File: src/rtl/safe_interval_timer.sv
// Prescaled countdown timer for the safe lock controller: one-shot or periodic,
// with pause/abort and a live count; abort > start > pause > tick.
module safe_interval_timer #(
  parameter int WIDTH        = 8,
  parameter int DEFAULT_LOAD = 10,
  parameter int PRESCALE     = 1
) (
  input  logic             clk,
  input  logic             rst_n,
  input  logic             start,
  input  logic             use_load,
  input  logic [WIDTH-1:0] load_val,
  input  logic             periodic,
  input  logic             pause,
  input  logic             abort,
  output logic [WIDTH-1:0] count,
  output logic             busy,
  output logic             done,
  output logic             expired
);

  // A one-bit prescaler is kept even for PRESCALE=1 so the vector never collapses.
  localparam int PW = (PRESCALE > 1) ? $clog2(PRESCALE) : 1;
  localparam logic [PW-1:0]    PS_LAST = PW'(PRESCALE - 1);
  localparam logic [WIDTH-1:0] DEF_L   = WIDTH'(DEFAULT_LOAD);

  typedef enum logic [1:0] {IDLE, RUN, DONE} state_t;

  state_t           state_q, state_d;
  logic [PW-1:0]    ps_q, ps_d;
  logic [WIDTH-1:0] count_q, count_d;
  logic [WIDTH-1:0] reload_q, reload_d;
  logic             periodic_q, periodic_d;
  logic             done_q, done_d;
  logic             expired_q, expired_d;
  logic [WIDTH-1:0] load_sel;

  always_ff @(posedge clk or negedge rst_n) begin
    if (!rst_n) begin
      state_q    <= IDLE;
      ps_q       <= '0;
      count_q    <= '0;
      reload_q   <= '0;
      periodic_q <= 1'b0;
      done_q     <= 1'b0;
      expired_q  <= 1'b0;
    end else begin
      state_q    <= state_d;
      ps_q       <= ps_d;
      count_q    <= count_d;
      reload_q   <= reload_d;
      periodic_q <= periodic_d;
      done_q     <= done_d;
      expired_q  <= expired_d;
    end
  end

  always_comb begin
    state_d    = state_q;
    ps_d       = ps_q;
    count_d    = count_q;
    reload_d   = reload_q;
    periodic_d = periodic_q;
    done_d     = done_q;
    expired_d  = 1'b0;
    load_sel   = use_load ? load_val : DEF_L;

    if (abort) begin
      state_d = IDLE;
      ps_d    = '0;
      count_d = '0;
      done_d  = 1'b0;
    end else if (start) begin
      reload_d   = load_sel;
      periodic_d = periodic;
      ps_d       = '0;
      if (load_sel == '0) begin
        // A zero load expires at once and is always treated as one-shot.
        state_d   = DONE;
        count_d   = '0;
        done_d    = 1'b1;
        expired_d = 1'b1;
      end else begin
        state_d = RUN;
        count_d = load_sel;
        done_d  = 1'b0;
      end
    end else begin
      case (state_q)
        RUN: begin
          if (!pause) begin
            if (ps_q == PS_LAST) begin
              ps_d = '0;
              if (count_q > WIDTH'(1)) begin
                count_d = count_q - WIDTH'(1);
              end else if (periodic_q) begin
                count_d   = reload_q;
                expired_d = 1'b1;
              end else begin
                count_d   = '0;
                state_d   = DONE;
                done_d    = 1'b1;
                expired_d = 1'b1;
              end
            end else begin
              ps_d = ps_q + PW'(1);
            end
          end
        end
        DONE: begin
          count_d = '0;
          done_d  = 1'b1;
        end
        default: begin
          state_d = IDLE;
          count_d = '0;
          ps_d    = '0;
          done_d  = 1'b0;
        end
      endcase
    end
  end

  assign count   = count_q;
  assign busy    = (state_q == RUN);
  assign done    = done_q;
  assign expired = expired_q;

endmodule

File: config.mk
export PLATFORM = sky130hd
export DESIGN_NAME = safe_interval_timer
export DESIGN_NICKNAME = d
export VERILOG_FILES = /design/src/rtl/safe_interval_timer.sv
export SDC_FILE = /design/constraint.sdc
export NUM_CORES = 1
export LEC_CHECK = 0
export ABC_AREA = 0
export CORE_ASPECT_RATIO = 1.75
export CORE_UTILIZATION = 45
export CTS_CLUSTER_SIZE = 24
export DETAILED_ROUTE_END_ITERATION = 7
export PLACE_DENSITY = 0.71
export SLEW_MARGIN = 0
export SYNTH_ARGS = -nofsm -noshare
export SYNTH_HDL_FRONTEND = slang
export SYNTH_SLANG_ARGS = --single-unit
File: constraint.sdc
create_clock -name clk -period 2.45 [get_ports clk]
set_input_delay 0.49 -clock clk [delete_from_list [all_inputs] [get_ports clk]]
set_output_delay 0.49 -clock clk [all_outputs]
set_load 0.02 [all_outputs]
# Word level (Yosys, flattened, before mapping)
# Cells that the tools add are included.
dict set report word_totals {
  rom_bits 0
  mem_count 0
  register_bits 22
  inputBits 15
  ramBits 0
  output_inout_bits 11
  word_cells 60
  latchBits 0
}
dict set report classes {
  n_eq_ne 7
  n_addsub 2
  n_mul 0
  order_cmp 1
  reduce_logical 6
  bitwise_logic 1
  div_mod_pow 0
  n_mux 36
  n_shift 0
}
# op n
set op_table {}
lappend op_table {{two-way mux 8 bit} 9}
lappend op_table {{two-way mux 1 bit} 17}
lappend op_table {{!= test 4 bit (second input constant)} 4}
lappend op_table {{two-way mux 2 bit} 7}
lappend op_table {{greater-than comparator 8 x 1 -> 1 bit (second input constant)} 1}
lappend op_table {{logical NOT 8 bit} 1}
lappend op_table {{subtractor 8 x 1 -> 8 bit (second input constant)} 1}
lappend op_table {{AND reduction 2 bit} 3}
lappend op_table {{AND reduction 5 bit} 1}
lappend op_table {{case mux 1 bit (2 select lines)} 2}
lappend op_table {{case mux 2 bit (2 select lines)} 1}
lappend op_table {{AND reduction 4 bit} 1}
lappend op_table {{!= test 3 bit (second input constant)} 1}
lappend op_table {{equality test 2 x 1 -> 1 bit (second input constant)} 1}
lappend op_table {{equality test 2 bit (second input constant)} 1}
lappend op_table {{adder 1 bit (second input constant)} 1}
lappend op_table {{inverter 1 bit} 1}

# Longest topological paths before layout
# Gate-level depths: netlist (run 1).
dict set report logic_depth {
  depth_word 7
  ltp_mapped 8
  depth_no_buf 6
}

# Worst setup path after synthesis (run 1)
# OpenSTA, ideal clock, no wires.
dict set report synth_path {
  kind {register to register}
  startpoint {reg count_q[0] (netlist: count[0])}
  endpoint {reg count_q[1] (netlist: count[1])}
  slack_ps 349
  setup_ps 126
  path_buffers 2
  synth_period_minus_slack_ps 2101
  required_time_ps 2324
  stages_incl_launch_ff 9
  arrival_time_ps 1975
  cell_sequence {dfrtp_1 inv_1 ha_1 or2_2 clkbuf_1 and3_1 buf_6 mux2i_1 a221o_1}
}
dict set report synth_via {
  elab_chain_len 7
  word_cells_on_any_way 8
  classes_between {add/sub: 1; order compare: 1; mux: 6}
}
# item line
set synth_lines {}
lappend synth_lines {{from (decl)} 31} ;# logic [WIDTH-1:0] count_q, count_d;
lappend synth_lines {{from (signal assigned)} 50} ;# count_q <= count_d;
lappend synth_lines {{subtractor 8 x 1 -> 8 bit or greater-than comparator 8 x 1 -> 1 bit (tied branches)} {95, 94}}
lappend synth_lines {{two-way mux 8 bit (*)} 94} ;# if (count_q > WIDTH'(1)) begin
lappend synth_lines {{two-way mux 8 bit (*)} 92} ;# if (ps_q == PS_LAST) begin
lappend synth_lines {{two-way mux 8 bit (*)} 91} ;# if (!pause) begin
lappend synth_lines {{two-way mux 8 bit (*)} 89} ;# case (state_q)
lappend synth_lines {{two-way mux 8 bit (*)} 73} ;# end else if (start) begin
lappend synth_lines {{two-way mux 8 bit (*)} 68} ;# if (abort) begin
# Every way passes the cells marked *; elsewhere a longest branch is shown, timed or not. The select of a mux whose other input is x is not followed.
# A chain may end at the register's enable or synchronous reset.

# Worst setup path after layout (run 1)
# Same ends and word-level chain as after synthesis.

==> run summary, run 1 <==
Synthesis inferred 21 register bits. The final count of negative-setup-slack endpoints came out at 0. The worst hold slack after final layout is 489 ps.

Summing all multi-input logic gate instances after layout gives 668 um^2. The iteration count of the initial detailed-routing pass is 4. The number of buffers on the longest clock path came out at 2. The critical path is of the flop to flop type. The primary flip-flop cell chosen by synthesis mapping is dfrtp_1. Across the whole layout, storage elements account for 526 um^2. The overall die area came out at 0.00302 mm^2. The maximum ir drop on the vdd rail is 404 uV. The clock latency of the later-clocked register in the worst-skew pair is 260 ps. The count of hold-fix buffers inserted at cts came out at 0. TritonCTS built the clock tree. The root buffer cell chosen for the clock tree is clkbuf_8. The cell family contributing the most delay on the critical path is simple AND/OR/NAND/NOR gates. Max-cap violations in this run came to 0. The initial utilization of the core area, before any placement, comes to 0.467. The slowest stage of the critical path is the dfrtp_1 cell. The final number of max-transition violations came out at 0. After global routing the overflow that remains totals 0. The synthesized instance count came out at 131.

Summing all placed instances gives a cell area of 0.00152 mm^2. The clock drives 21 sinks. The placeable core area is 0.00269 mm^2. The total length of routed wires is 3400 um.

The post-synthesis instance area came out at 0.00126 mm^2. In the detailed route, the total length drawn on met2 is 1830 um. The final setup skew came out at 3.11 ps. The worst-margin pin slew is 543 ps. The count of cells in the finished layout, fillers not included, comes to 181.

The layout has 257 filler cells. The worst reg-to-reg setup slack is 340 ps. The critical path data required time is 2600 ps.

The clock transition time at the flip-flop clock pins of the worst setup and hold paths is 80 ps. The final clock period utilization by the worst path is 0.863. Yosys printed 0 warnings. The critical-path maximum fanout came out at 8. Counting every net in the synthesized netlist gives 150.

In this run the core area contains 25 standard-cell rows. The post-layout utilization of the core came out at 0.580. The area share of the leading cell type in the synthesized netlist came out at 0.418. The half-perimeter wire length after placement is 2520 um. The power density of the placed cells came out at 550 mW/mm^2. The post-detailed-route DRC marker count is 0.

The count of input and output buffers came out at 25. Of the synthesized area, sequential elements account for 0.418. By area the synthesized netlist is led by dfrtp_1 (42%), a22o_1 (4.2%), ha_1 (4.0%).

Counting flops with a built-in enable in the synthesized netlist gives 0. The number of setup buffers added after CTS is 0. The most common cell in the synthesized netlist is dfrtp_1. The number of buffers inserted during clock tree synthesis came out at 3. The number of global-route vias before repair is 1124.

The die extent in y is 71.9 um. The number of DRC violations after detailed-routing iteration 0 came out at 76. The initial antenna violation count was 0.

The weighted congestion at the end of routability-driven global placement came out at 0.845. Counting distinct cell types in the post-synthesis netlist gives 44. The wire length the detailed router placed on met1 is 1310 um. The highest layer touched by signal routing is met4.

The worst setup path is captured at a flop. The final-stage net count is 174. Counting both buffers and inverters, the worst setup path holds a total of 1. The synthesized design spends more area on one cell type than any other, namely dfrtp_1.

The worst slew margin relative to its limit is 0.638. Across every metal layer, demand over resource in global routing totals 0.240. The critical path goes through inv_1 -> ha_1 -> or2_2 -> and3_1 -> mux2i_1 -> a221o_1. The residual antenna-violating net count after detailed routing came out at 0. The maximum number of pins on one net before global-route repair came out at 22.

The total I/O pin count came out at 26. The via-per-instance ratio is 6.49. The number of gates resized after CTS was 0. After routing the design area is 0.00156 mm^2. Of the cells placed in the final design, the portion with a size suffix greater than 1 is 0.0909. On the worst path, the slowest cell contributes a delay of 490 ps. The kind of path behind the tightest hold check is flop to flop. The worst setup path is launched from a flop. The reported leakage power came out at 0.000665 uW. The clock period minus final worst setup slack came out at 2110 ps. The average footprint of a synthesized cell is 9.60 um^2. By count the netlist is led by dfrtp_1 (21), nor2_1 (10).

For this run, asynchronously set or reset flops after synthesis account for 1.00. Measured along the x axis, the die boundary spans 42.0 um. The growth of design area from synthesis to finish came out at 24.2%. The maximum clock frequency is 0.473 GHz. The total number of vias is 1174. Setup repair after global routing left no endpoint under its margin. CTS built an H-tree with a depth of 1. The global-route wire length before repair is 5470 um. The flow ran to the end, and the final reports show no timing, DRC or antenna violations. The placed instance count is 177.

The per-cell routed wire length came out at 18.8 um. The arrival time at the worst endpoint is 2270 ps. The setup TNS came out at 0 ps.

Wire segments on met3 add up to 159 um in the final route. The total inserted antenna cells is 0. The count of endpoints failing hold in the final timing report came out at 0.
## sequential cells by signal, indices dropped and copies added (netlist names)
signal / cells
periodic_q: 1
state_q: 2
count: 8
done: 1
reload_q: 8
expired: 1
## report_power, final
part | leakage [uW] | switching [uW] | total, uW | internal (uW)
sequential | 0.000276 | 33.1 | 406 | 372
clock | 0.0000255 | 120 | 234 | 114
combinational | 0.000363 | 117 | 219 | 102
total | 0.000665 | 270 | 858 | 589
## kinds of logic (layout without fill, tap and decap cells)
family | after synthesis | after routing | synth area share
muxes | 3 | 3 | 0.0259
AOI/OAI and AO/OA | 43 | 43 | 0.248
adders and majority gates | 4 | 4 | 0.0398
DFF | 21 | 21 | 0.418
and+or+nand+nor | 43 | 43 | 0.197
xor gates and xnor gates | 3 | 3 | 0.0209
buffers and inverters | 14 | 37 | 0.0507
## final timing paths
kind	from	to	depth (start not counted)
setup reg to reg	count[0]$_DFFE_PN0P_	count[1]$_DFFE_PN0P_	6
hold reg to reg	reload_q[1]$_DFFE_PN0P_	reload_q[1]$_DFFE_PN0P_	1
max in group asynchronous	rst_n	done$_DFFE_PN0P_	2
hold / removal	reload_q[1]$_DFFE_PN0P_	reload_q[1]$_DFFE_PN0P_	1
setup / recovery	count[0]$_DFFE_PN0P_	count[1]$_DFFE_PN0P_	6
min in group asynchronous	rst_n	count[1]$_DFFE_PN0P_	2
## worst register-to-register path, cell delays in order, from the launching register on
cell     delay (ps)
dfrtp_1         490
inv_1            80
ha_1            250
or2_2           390
and3_1          310
mux2i_1         160
a221o_1         330
## routing by layer
layer | track usage | up-vias
met5 | 0 | -
met4 | 0.122 | 0
met3 | 0.0199 | 10
met2 | 0.443 | 65
met1 | 0.268 | 563
li1 | - | 536
## area by class of cell
class | instances | area share
clock buffers | 3 | 0.0264
repair buffers | 27 | 0.170
multi-input cells | 96 | 0.428
well taps | 27 | 0.0216
inverters | 6 | 0.0144
clock inverters | 1 | 0.00321
flip-flops and latches | 21 | 0.337
## metrics by stage
step / total power (uW) / setup WS (ps)
global placement: 622 / 301
finish: 858 / 335
detailed placement: 627 / 227
floorplan: 544 / 349
global route: 895 / 255
CTS: 855 / 348
## cells in the final DEF, fill, tap and decap left out, types with 5 or more instances in the layout
cell type	Yosys	final
a31oi_1	5	5
nand2_1	6	6
nor2_1	10	10
a22o_1	6	6
clkdlybuf4s50_1	0	25
o21ai_0	6	6
inv_1	6	6
a22oi_1	6	6
dfrtp_1	21	21
Note: power is estimated with default switching activity, not from simulation.
==> inputs of run 2 (changes only) <==
--- a/config.mk
+++ b/config.mk
@@ -6,11 +6,11 @@
 export NUM_CORES = 1
 export LEC_CHECK = 0
 export ABC_AREA = 0
-export CORE_ASPECT_RATIO = 1.75
 export CORE_UTILIZATION = 45
 export CTS_CLUSTER_SIZE = 24
 export DETAILED_ROUTE_END_ITERATION = 7
 export PLACE_DENSITY = 0.71
+export SKIP_LAST_GASP = 1
 export SLEW_MARGIN = 0
 export SYNTH_ARGS = -nofsm -noshare
 export SYNTH_HDL_FRONTEND = slang
==> run 2 against run 1 <==
  * Global-route usage down 0.17 points
  * Worst hold slack better by 9.0 ps
  * Wire length down 13%
  * Highest routed layer unchanged
  * Critical path depth down 3
  * Clock skew up 2.2 ps
  * Clock power down 25%
  * Sequential power about the same
  * Largest power group unchanged
==> run summary, run 2 (synthesis gave the netlist of run 1 again) <==
The core region is 0.00257 mm^2. The number of antenna diodes in the final layout is 0. The H-tree depth is 1. Entering global routing, the biggest net connects 22 pins. The worst slew margin relative to its limit came out at 0.704. Gates resized during post-CTS repair numbered 0. The worst hold path belongs to the class primary input to async pin. Excluding fillers, the count of instances in the completed layout stands at 185. The number of buffers inserted during clock tree synthesis is 3. The global-route wire length before repair came out at 5030 um.

The number of global-route vias before repair is 1057. In this run the count of I/O pins placed on the die edge is 26. The most common library cell in the layout ignoring fill and taps is clkdlybuf4s50_1. The run finished with clean final reports. The remaining global-route overflow is 0. The number of sinks handled by clock tree synthesis is 21. Clock tree synthesis selected as its root buffer the cell clkbuf_4. In this run the post-CTS setup repair buffer count came out at 0. The endpoint of the worst register-to-register path is count[1]$_DFFE_PN0P_. In the routed design, unresolved DRC markers number 0. For this configuration, the core starts out at a cell density of 0.490. The final-stage net count is 175. The clock tree from TritonCTS is yes.

The final number of max-transition violations came to 0. From bottom edge to top edge, the die measures 54.9 um. The critical-path maximum fanout is 4. After detailed routing, the number of vias per cell comes to 6.16.

In the layout the commonest cells are clkdlybuf4s50_1 (25), dfrtp_1 (21), nor2_1 (10). STA classifies the critical path endpoint as an output port. The count of cells along the worst register-to-register path came out at 6. The final count of negative-setup-slack endpoints came out at 0. The maximum ir drop on the vdd rail is 425 uV. The worst setup path is of the flop to output port kind. In the final timing run, aggregate negative setup slack is 0 ps. The width of the die is 54.9 um.

The filler cell count came out at 233. In this run the critical register-to-register path is launched from count[0]$_DFFE_PN0P_. The clock period could shrink to 2120 ps. After detailed routing, the average wire length per cell comes to 16.0 um.

The iteration count of the initial detailed-routing pass is 4. The placed instance count came out at 181. In the finished design, the share of the clock period the worst path needs comes to 0.864.

The clock latency of the later-clocked register in the worst-skew pair came out at 310 ps. Clock-pin slew was measured on the worst setup and hold paths at 130 ps. The number of buffers on the longest clock path came out at 2. STA classifies the critical path startpoint as a flop.

The overall die area came out at 0.00301 mm^2. The count of endpoints failing hold in the final timing report came out at 0. In this run the core area contains 18 standard-cell rows.

Setup repair after global routing left no endpoint under its margin. In this run, the number of DRC markers left after iteration 0 of detailed routing was 42. The weighted congestion at the end of routability-driven global placement is 0.836. The maximum clock frequency is 0.473 GHz. The total routing usage reported by global routing came out at 0.238. Max-cap violations in this run came to 0. The reported leakage power came out at 0.000661 uW. The residual antenna-violating net count after detailed routing came out at 0. The growth of design area from synthesis to finish is 23.6%. The total length of routed wires came out at 2970 um.

At the pin with the least slew margin, the transition time is 440 ps. The worst register-to-register path has a setup slack of 360 ps. The initial antenna violation count is 0. The routed layout has 1139 vias. Summed over all nets, the half-perimeter wirelength after detailed placement is 2270 um.

At the worst endpoint, the required time is 1960 ps. The count of input and output buffers is 25. The final setup skew came out at 5.31 ps. The count of hold-fix buffers inserted at cts came out at 0. The share of final-layout standard cells stronger than drive strength 1 came out at 0.0968. Power spread over the standard cell area amounts to 511 mW/mm^2. The arrival time at the worst endpoint came out at 1630 ps.
[run 2: worst max-delay path by stage]
stage / start / to
6_report: state_q[1]$_DFFE_PN0P_ / busy
5_1_grt: state_q[1]$_DFFE_PN0P_ / busy
4_1_cts: state_q[1]$_DFFE_PN0P_ / busy
3_5_place_dp: abort / count[5]$_DFFE_PN0P_
3_3_place_gp: abort / count[5]$_DFFE_PN0P_
2_1_floorplan: count[0]$_DFFE_PN0P_ / count[1]$_DFFE_PN0P_
[run 2: report_power, final]
group,internal (uW),leakage [uW],total [uW],switching (uW)
logic,103,0.000367,215,112
clock network,61.1,0.0000177,175,114
registers,373,0.000276,403,30.8
total,537,0.000661,794,257
[run 2: metrics by stage]
stage	hold WS [ps]	worst slack, ps	cell area, um^2	power (uW)	utilization
floorplan	194	349	1260	544	-
global placement	461	304	1530	622	0.595
global route	521	279	1550	836	0.605
CTS	503	338	1550	797	0.605
detailed placement	475	237	1530	624	0.595
finish	498	334	1550	794	0.605
[run 2: layout make-up]
class	count	area (um^2)	area share
clock buffers	3	22.5	0.0145
well taps	30	37.5	0.0242
inverters	6	22.5	0.0145
flip-flops and latches	21	526	0.338
clock inverters	1	5.00	0.00322
repair buffers	28	273	0.176
multi-input cells	96	668	0.430
[run 2: metal layers]
metal  track usage  part of all wire
met1         0.351              0.48
met5             0                 0
met2         0.359              0.47
met3        0.0333             0.039
met4        0.0641            0.0091
[run 2: critical path: stages (launching register included)]
cell	delay (ps)
dfrtp_1	420
inv_1	60
ha_1	210
clkdlybuf4s50_1	630
